--- src/rtl/square.sv ---
// square: sequential unsigned squarer, radix-2 shift-and-add.
//
// One multiplier bit is consumed per clock, so a result takes exactly WIDTH
// cycles after the accepting edge, regardless of the operand value. The full
// 2*WIDTH product is accumulated; out carries the low half and overflow flags
// a nonzero high half.
//
// Ports:
//   clk       clock, rising edge
//   reset_n   asynchronous active-low reset, clears all state
//   go        start request, honoured only while idle
//   in        WIDTH-bit unsigned operand, captured on the accepting edge
//   out       low WIDTH bits of in*in, held until the next result
//   overflow  high WIDTH bits of in*in are nonzero, updates with out
//   done      result valid, held until the next start is accepted
module square #(
  parameter int WIDTH = 32
) (
  input  logic             clk,
  input  logic             reset_n,
  input  logic             go,
  input  logic [WIDTH-1:0] in,
  output logic [WIDTH-1:0] out,
  output logic             overflow,
  output logic             done
);

  localparam int IW = (WIDTH > 1) ? $clog2(WIDTH) : 1;
  localparam logic [IW-1:0] LAST = IW'(WIDTH - 1);

  logic               running;
  logic [IW-1:0]      idx;
  logic [2*WIDTH-1:0] mcand;
  logic [WIDTH-1:0]   mplier;
  logic [2*WIDTH-1:0] acc;

  logic               start;
  logic [2*WIDTH-1:0] acc_next;
  logic [2*WIDTH-1:0] mcand_next;
  logic [WIDTH-1:0]   mplier_next;

  assign start = go && !running;

  // The accumulator is 2*WIDTH wide, which always holds a square exactly,
  // so no carry is lost before the overflow test.
  always_comb begin
    acc_next    = acc + (mplier[0] ? mcand : '0);
    mcand_next  = mcand << 1;
    mplier_next = mplier >> 1;
  end

  always_ff @(posedge clk or negedge reset_n) begin
    if (!reset_n) begin
      running  <= 1'b0;
      idx      <= '0;
      mcand    <= '0;
      mplier   <= '0;
      acc      <= '0;
      out      <= '0;
      overflow <= 1'b0;
      done     <= 1'b0;
    end else if (start) begin
      running <= 1'b1;
      done    <= 1'b0;
      idx     <= '0;
      acc     <= '0;
      mcand   <= {{WIDTH{1'b0}}, in};
      mplier  <= in;
    end else if (running) begin
      if (idx == LAST) begin
        // Final iteration: publish straight from the combinational sum;
        // the working registers are left as they are.
        out      <= acc_next[WIDTH-1:0];
        overflow <= |acc_next[2*WIDTH-1:WIDTH];
        done     <= 1'b1;
        running  <= 1'b0;
      end else begin
        acc    <= acc_next;
        mcand  <= mcand_next;
        mplier <= mplier_next;
        idx    <= idx + 1'b1;
      end
    end
  end

endmodule

--- config.mk ---
export PLATFORM = sky130hd
export DESIGN_NAME = square
export DESIGN_NICKNAME = d
export VERILOG_FILES = /design/src/rtl/square.sv
export SDC_FILE = /design/constraint.sdc
export NUM_CORES = 1
export LEC_CHECK = 0
export BUFFER_PORTS_ARGS = -buffer_cell sky130_fd_sc_hd__buf_2
export CORE_ASPECT_RATIO = 2
export CORE_UTILIZATION = 55
export CTS_BUF_LIST = sky130_fd_sc_hd__clkbuf_2
export CTS_CLUSTER_DIAMETER = 30
export DETAILED_ROUTE_END_ITERATION = 12
export PLACE_DENSITY_LB_ADDON = 0.15
export SLEW_MARGIN = 20
export SYNTH_ARGS = -nofsm -noshare
export SYNTH_HDL_FRONTEND = slang
export SYNTH_SLANG_ARGS = --single-unit
--- constraint.sdc ---
create_clock -name clk -period 4.28 [get_ports clk]
set_input_delay 0.856 -clock clk [delete_from_list [all_inputs] [get_ports clk]]
set_output_delay 0.856 -clock clk [all_outputs]
set_load 0.05 [all_outputs]
==> metrics.txt <==
instance count on the critical path 16; Clock Pin Slew Worst Setup and Hold Paths 340 ps; sequential power share 0.291; P&R area growth vs syn 13.74%; pwr dens 886.2 nW/um^2; Yosys reg bits 200; Initial DRC Count 557; Critical Path End Type flip-flop; Max clock buf depth 2; slowest CP cell dfrtp_2; Slew @ Worst Pin 961.7 ps; Internal 6.040 mW; Netlist cell types 75; Mapped Area 11,890 sq um; DR vias/cell 6.183; CTS tree done; highest cell delay on the worst timing path 530 ps; grt total ovfl 0; final WL 37.57 mm; Util after Layout 0.6405; DRC 0; antenna violations before repair 1; total of max-cap violations 0; WL per Instance 23.04 um; final setup vio count 0; PortBufs 68; Hold Fails Final Rpt 0; layout cells sized above 1 0.2109; IO Pins 69; Critical Path RT 5140 ps; Post-synth EDFFs 0; row count 75; crit path buf inv count 3; largest net degree at the start of global routing 128; CP startpoint kind flip-flop; Worst EP arrival 4970 ps; GP Congestion 1.012; Tmin final 4111 ps; P_leak 6.426 nW; fin crit share 0.9604; remaining antenna violation count after routing 0; f_max 0.2433 GHz; Initial Util 0.5631; Peak VDD IR 0.5378 mV; H-tree levels 4; CP Class reg2reg; Logic pwr share 0.626; pre-CTS WS -398.7 ps; nets@finish 1,449; CTS buffer count 17; Clk pwr share 0.083; Net Count, Synth 1,346; Max Slew Vio Count 0; CTS root buf clkbuf_2; Die H 209.9 um; first-pass GRT wire length 57.66 mm; Die X-Extent 106.0 um; dpl hpwl 28.55 mm; FILL cells 1,827; final setup skew 75.29 ps; Hold Path Class in2reg; Post-Syn Instances 1,245; Tot GR Track Use 0.3529; slew margin rel. 0.3589; worst setup margin 169.4 ps; status completed; worst hold margin 134.8 ps; sw power 5.945 mW; vias in the first global route 10,676; first-pass detailed-route iteration total 7; Seq/Total Area, Yosys 0.4209; via count 10,085; Ys Warns 0; worst-path fanout max 23; R2R depth 16; ys flop type dfrtp_1; Post-synth ARST share 1.000; cell family with most CP delay compound AO/OA/AOI/OAI gates; Switching Share 0.4960; CP Cell Sequence buf_4, buf_4, and2_1, ha_1, buf_4, a21oi_1, o21ai_0, nand2_1, o211ai_1, a211oi_4, xnor2_1, a2111oi_4, nand4bb_1, or4_4, nor4_4, a21oi_1; synthesized area per cell 9.550 sq um; Clk Latency, worst-skew pair 930 ps; clock sinks 200; die area 22,250 sq um; Min-Delay Path Depth 3; core footprint 21,110 sq um; CP most frequent cell buf_4
-- synthesized netlist by cell type, drive strengths merged, types with 19 or more instances --
cell / count / share of area
nand2: 166 / 0.052
xor2: 25 / 0.018
a22o: 90 / 0.066
nor2: 53 / 0.017
xnor2: 34 / 0.025
a21o: 19 / 0.012
nand4: 23 / 0.012
nand3: 39 / 0.017
mux2: 31 / 0.029
ha: 65 / 0.068
clkbuf: 64 / 0.020
dfrtp: 200 / 0.42
and2: 66 / 0.035
a21oi: 79 / 0.034
mux2i: 30 / 0.025
o21ai: 82 / 0.035
-- layer usage --
metal  vias to the layer above  wire (um)  global-route usage
li1                       4732          -                   -
met1                      4920      12080              0.3154
met4                         0       3779              0.3094
met2                       275      20560              0.6613
met5                         -          0                   0
met3                       158       1159             0.06215
-- worst reg2reg max path, delay by kind of cell, from the launching register on --
kind | cells | cell delay, ps
AOI/OAI and AO/OA | 6 | 1280
xor gates and xnor gates | 1 | 260
adders and majority gates | 1 | 300
buffers and inverters | 3 | 510
DFF | 1 | 530
and+or+nand+nor | 5 | 1170
-- placed cells by master (no fill, tap or decap), types with 35 or more instances in the layout --
master	synthesis	routed
dfrtp_1	200	199
nand2_1	166	166
a22o_1	90	90
buf_4	1	87
o21ai_0	78	76
a21oi_1	76	73
buf_2	6	67
and2_1	66	65
ha_1	65	55
nor2_1	53	52
nand3_1	37	35
-- stage by stage --
stage / instance area (sq um) / setup TNS, ps / cells / total power, mW
after floorplan: 11890 / 0 / 1245 / 8.190
after global placement: 12970 / -407.8 / 1589 / 10.60
after detailed placement: 12970 / -398.7 / 1589 / 10.68
after CTS: 13340 / 0 / 1627 / 11.78
after global routing: 13520 / -4.205 / 1631 / 12.73
final: 13520 / 0 / 1631 / 11.98
-- kinds of logic after synthesis --
| group | synth area share |
|---|---|
| xor gates and xnor gates | 0.04346 |
| AOI/OAI and AO/OA | 0.2150 |
| muxes | 0.05461 |
| DFF | 0.4209 |
| adders and majority gates | 0.07008 |
| buffers and inverters | 0.03157 |
| and+or+nand+nor | 0.1644 |
-- path summary, 6_finish.rpt --
path	from	endpoint	slack (ps)
hold / removal	in[5]	mplier[5]	130
max in group asynchronous	reset_n	mcand[16]	2830
setup reg to reg	mplier[0]	overflow	170
setup / recovery	mplier[0]	overflow	170
min in group asynchronous	reset_n	acc[55]	560
hold reg to reg	acc[51]	acc[51]	520
-- layout make-up --
| class | count | area (sq um) | area share |
|---|---|---|---|
| Multi-Input combinational cell | 952 | 6753 | 0.4993 |
| Sequential cell | 200 | 5006 | 0.3702 |
| Timing Repair Buffer | 161 | 1104 | 0.08160 |
| Tap cell | 269 | 336.6 | 0.02489 |
| Clock inverter | 15 | 177.7 | 0.01314 |
| Clock buffer | 17 | 85.08 | 0.006291 |
| Inverter | 16 | 60.06 | 0.004441 |
| Antenna cell | 1 | 2.502 | 0.0001850 |
-- power by group through the flow --
stage | Clock [mW] | Sequential (mW) | Combinational (mW)
finish | 0.994 | 3.49 | 7.50
global route | 1.08 | 3.56 | 8.09
CTS | 1.02 | 3.47 | 7.29
detailed placement | 0 | 3.51 | 7.17
global placement | 0 | 3.50 | 7.11
floorplan | 0 | 3.62 | 4.57
-- timing repair --
action	in CTS	in global routing
setup endpoints to repair	1	2
hold endpoints to repair	3	0
hold buffers	1	0
resized for setup	11	36
buffers inserted	5	4
pin swaps	6	11
cloned	0	0
-- flip-flops by register name (all words and copies together) (netlist names) --
register and flops:
acc 64, done 1, idx 5, mcand 64, mplier 32, out 32
overflow 1, running 1
Power figures use the tool's default switching activity.
